**config.mk**
```make
export PLATFORM = sky130hd
export DESIGN_NAME = ste_edge_filt
export DESIGN_NICKNAME = d
export VERILOG_FILES = /design/src/rtl/ste_edge_filt.sv
export SDC_FILE = /design/constraint.sdc
export NUM_CORES = 1
export LEC_CHECK = 0
export BUFFER_PORTS_ARGS = -buffer_cell sky130_fd_sc_hd__buf_2
export CORE_MARGIN = 2
export CORE_UTILIZATION = 50
export CTS_CLUSTER_SIZE = 28
export DETAILED_ROUTE_END_ITERATION = 8
export PLACE_DENSITY = 0.72
export SLEW_MARGIN = 20
export SYNTH_ARGS = -nofsm -noshare
export SYNTH_HDL_FRONTEND = slang
export SYNTH_SLANG_ARGS = --single-unit
```
**constraint.sdc**
```tcl
create_clock -name clk -period 1.3 [get_ports clk]
set_clock_uncertainty 0.05 [all_clocks]
set_input_delay 0.065 -clock clk [delete_from_list [all_inputs] [get_ports clk]]
set_output_delay 0.065 -clock clk [all_outputs]
set_load 0.01 [all_outputs]
```
**src/rtl/ste_edge_filt.sv**
```systemverilog
// Multi-channel input conditioner: synchroniser, counter-based glitch filter,
// per-channel edge select and sticky event flags with combined any_o.
module ste_edge_filt #(
   parameter int CH          = 4,
   parameter int SYNC_STAGES = 2,
   parameter int DEB_CYC     = 4
) (
   input  logic              clk,
   input  logic              rst,
   input  logic [CH-1:0]     din_i,
   input  logic [2*CH-1:0]   mode_i,
   input  logic [CH-1:0]     clr_i,
   output logic [CH-1:0]     level_o,
   output logic [CH-1:0]     edge_o,
   output logic [CH-1:0]     sticky_o,
   output logic              any_o
);

   localparam int CW = $clog2(DEB_CYC + 1);
   localparam logic [CW-1:0] CNT_MAX = CW'(DEB_CYC - 1);
   localparam logic [CW-1:0] CNT_ONE = CW'(1);

   logic [CH-1:0] s;

   generate
      if (SYNC_STAGES == 0) begin : g_nosync
         assign s = din_i;
      end else begin : g_sync
         logic [CH-1:0] sync_q [SYNC_STAGES];
         logic [CH-1:0] sync_d [SYNC_STAGES];

         always_comb begin
            sync_d[0] = din_i;
            for (int i = 1; i < SYNC_STAGES; i++) begin
               sync_d[i] = sync_q[i-1];
            end
         end

         always_ff @(posedge clk) begin
            for (int i = 0; i < SYNC_STAGES; i++) begin
               if (rst) begin
                  sync_q[i] <= '0;
               end else begin
                  sync_q[i] <= sync_d[i];
               end
            end
         end

         assign s = sync_q[SYNC_STAGES-1];
      end
   endgenerate

   logic [CH-1:0] lvl_q, lvl_d;
   logic [CH-1:0] edge_q, edge_d;
   logic [CH-1:0] sticky_q, sticky_d;
   logic [CW-1:0] cnt_q [CH];
   logic [CW-1:0] cnt_d [CH];

   // A new sample must persist DEB_CYC cycles; any return to lvl restarts the count.
   always_comb begin
      lvl_d    = lvl_q;
      edge_d   = '0;
      sticky_d = (sticky_q & ~clr_i) | edge_q;
      for (int c = 0; c < CH; c++) begin
         cnt_d[c] = cnt_q[c];
         if (s[c] == lvl_q[c]) begin
            cnt_d[c] = '0;
         end else if (cnt_q[c] == CNT_MAX) begin
            lvl_d[c]  = s[c];
            cnt_d[c]  = '0;
            edge_d[c] = s[c] ? mode_i[2*c] : mode_i[2*c+1];
         end else begin
            cnt_d[c] = cnt_q[c] + CNT_ONE;
         end
      end
   end

   always_ff @(posedge clk) begin
      if (rst) begin
         lvl_q    <= '0;
         edge_q   <= '0;
         sticky_q <= '0;
         for (int c = 0; c < CH; c++) begin
            cnt_q[c] <= '0;
         end
      end else begin
         lvl_q    <= lvl_d;
         edge_q   <= edge_d;
         sticky_q <= sticky_d;
         for (int c = 0; c < CH; c++) begin
            cnt_q[c] <= cnt_d[c];
         end
      end
   end

   assign level_o  = lvl_q;
   assign edge_o   = edge_q;
   assign sticky_o = sticky_q;
   assign any_o    = |sticky_q;

endmodule

```
==> results.json <==
{
  "hold_class": "in -> reg",
  "finalWorstSetupSlack_ns": -0.1263,
  "synth_xor_area_share_pct": 2.899,
  "clockBufferDepth": 2,
  "via_per_inst": 4.771,
  "die_w_um": 53.17,
  "netlist_instances": 108,
  "post-route-drc-count": 0,
  "io_pins": 31,
  "synth_top_family_by_area": "simple AND/OR/NAND/NOR gates",
  "clk_pin_slew_worst_paths_ns": 0.09,
  "post_drt_wl_per_cell_um": 11.68,
  "diodes": 0,
  "hold_viol_final": 0,
  "grt_pass1_vias": 841,
  "power.share.switching_pct": 20.92,
  "clock-sinks": 32,
  "p_int_w": 0.001372,
  "worstMarginPinSlew_ns": 0.4782,
  "ys.warnings.count": 0,
  "num_rows": 17,
  "htreeDepth": 2,
  "cellPowerDensity_nw_per_um2": 1072,
  "period_needed_ns": 1.426,
  "syn_nets": 134,
  "grt_usage_pct": 18.47,
  "place_ws_ns": 0.07352,
  "fmax_ghz": 0.7011,
  "grt_max_degree": 27,
  "core_um2": 2255,
  "numPortBuffers": 30,
  "die_h_um": 53.17,
  "synth-adder-area-share_pct": 8.282,
  "avgSynthCellArea_um2": 11.19,
  "instances_no_fill": 188,
  "cts_setup_buffers": 0,
  "p_seq_share_pct": 57.8,
  "p_leak_nw": 0.6529,
  "drtPass1Iterations": 3,
  "grt_pass1_wl_um": 3484,
  "gp_congestion": 0.6702,
  "antenna_found_initial": 0,
  "postRouteAntennaNets": 0,
  "cts_tree": "yes",
  "comb_power_share_pct": 6.3,
  "ys_types": 17,
  "maxCapViolations": 0,
  "hpwl_um": 1430,
  "outcome": "complete, but fails checks",
  "drt-total-wl_um": 2196,
  "grt_overflow_total": 0,
  "layout-drive-gt1-share_pct": 30.00,
  "drt_iter0_markers": 8,
  "worstSkewPairLatency_ns": 0.34,
  "rsz0062_at_grt": "true",
  "cts-root-buf": "clkbuf_4",
  "slew_headroom_pct": 68.12,
  "synth.mux.area_fraction_pct": 3.313,
  "dp.cells": 165,
  "vdd_drop_max_v": 0.0008657,
  "finalSetupTns_ns": -0.1263,
  "synth_compound_area_share_pct": 3.313,
  "finalSetupViolCount": 1,
  "end_kind": "output port",
  "ys_ff_latch": 32,
  "layout.nets": 186,
  "netlist_area_um2": 1209,
  "path_class": "reg -> out",
  "areaGrowthSynthToFinish_pct": 33.85,
  "cts_buffers": 5,
  "finalCritPeriodShare_pct": 109.7,
  "worstPathArrival_ns": 1.31,
  "violations": "setup timing",
  "synth-simple-area-share_pct": 24.74,
  "floorplan.initialDensity_pct": 53.61,
  "crit_fanout": 3,
  "cp.required_ns": 1.19,
  "p_clk_share_pct": 35.9,
  "seq_area_frac_synth_pct": 53.00,
  "die_area_um2": 2827,
  "p_sw_w": 0.0003629,
  "finalPower_w": 0.001735,
  "vias": 897,
  "start_kind": "flop",
  "slew_viol_final": 0
}
==> sequential cells by signal, summed over array words and instances, names as in the netlist <==
register	flops
sticky_o	4
g_sync.sync_q	8
level_o	4
edge_o	4
cnt_q	12
==> cell usage in the layout, fill, tap and decap left out <==
cell type | synthesis | routed
dfxtp_1 | 32 | 30
buf_2 | 0 | 30
dlygate4sd3_1 | 0 | 16
inv_1 | 8 | 8
nand2b_1 | 8 | 8
a21oi_1 | 8 | 8
nor2b_1 | 8 | 8
nand3b_1 | 8 | 8
nor4_1 | 7 | 7
ha_1 | 8 | 6
clkbuf_4 | 0 | 5
xnor2_1 | 4 | 4
nor4b_2 | 4 | 4
mux2i_1 | 4 | 4
nor2_1 | 4 | 4
ha_2 | 0 | 2
clkbuf_8 | 0 | 2
buf_4 | 1 | 2
dfxtp_2 | 0 | 2
or4_1 | 1 | 1
nor4_2 | 1 | 1
==> layer usage <==
layer  track usage, %  part of all wire (%)
met1            19.54                    44
met2            29.58                    45
met3            9.322                   7.9
met4            10.26                   2.3
met5                0                     0
==> what timing repair did <==
action                                  CTS  global route
endpoints found under the setup margin    1             3
resized for setup                         2             2
pin swaps                                 1             0
hold endpoints to repair                 12             0
hold buffers                             16             0
==> synth_stat cells <==
cell type	count	area (um2)
dfxtp_1	32	640.6
nor2_1	4	15.01
nand3b_1	8	60.06
nand2b_1	8	50.05
or4_1	1	7.510
nor2b_1	8	50.05
buf_4	1	7.510
clkbuf_2	1	5.000
nor4b_2	4	60.06
nor4_1	7	43.79
a21oi_1	8	40.04
xnor2_1	4	35.03
buf_6	1	11.26
ha_1	8	100.1
nor4_2	1	12.51
mux2i_1	4	40.04
inv_1	8	30.03
==> stage by stage <==
step	hold slack (ns)	util, %	cell area, um2
after floorplan	0.1432	-	1209
after global placement	0.2301	61.43	1385
after detailed placement	0.2355	61.43	1385
after CTS	0.1069	71.53	1613
after global routing	0.1171	71.75	1618
final	0.1113	71.75	1618
==> cell type report <==
cell class / instances / area, um2
Sequential cell: 32 / 643.1
Timing Repair Buffer: 48 / 325.3
Inverter: 8 / 30.03
Tap cell: 28 / 35.03
Clock buffer: 7 / 65.06
Fill cell: 175 / 636.9
Multi-Input combinational cell: 65 / 519.2
==> final timing paths <==
kind,from,endpoint,slack (ns),depth (start not counted)
hold reg to reg,edge_o[1],sticky_o[1],0.39,2
hold / removal,rst,level_o[3],0.11,2
setup / recovery,sticky_o[2],any_o,-0.13,2
setup reg to reg,cnt_q[2][0],cnt_q[2][2],0.07,3
==> power by group through the flow <==
stage	Sequential (W)	Combinational, W	Clock, W
final	0.00100	0.000109	0.000622
after global placement	0.00103	0.0000691	0
after detailed placement	0.00103	0.0000716	0
after global routing	0.00101	0.000120	0.000696
after floorplan	0.00102	0.0000418	0
after CTS	0.00100	0.000108	0.000648
==> cell families (layout without fill, tap and decap cells) <==
group           count (synthesis)  count (layout)
simple gates                   41              41
flops                          32              32
buf+inv                        11              63
fa+ha+maj                       8               8
compound gates                  8               8
xor+xnor                        4               4
mux                             4               4
==> critical path, cell delays in order, from the launching register on <==
cell,delay (ns)
dfxtp_1,0.33
or4_1,0.50
buf_2,0.15
No activity file was read; power rests on OpenSTA's default activity.
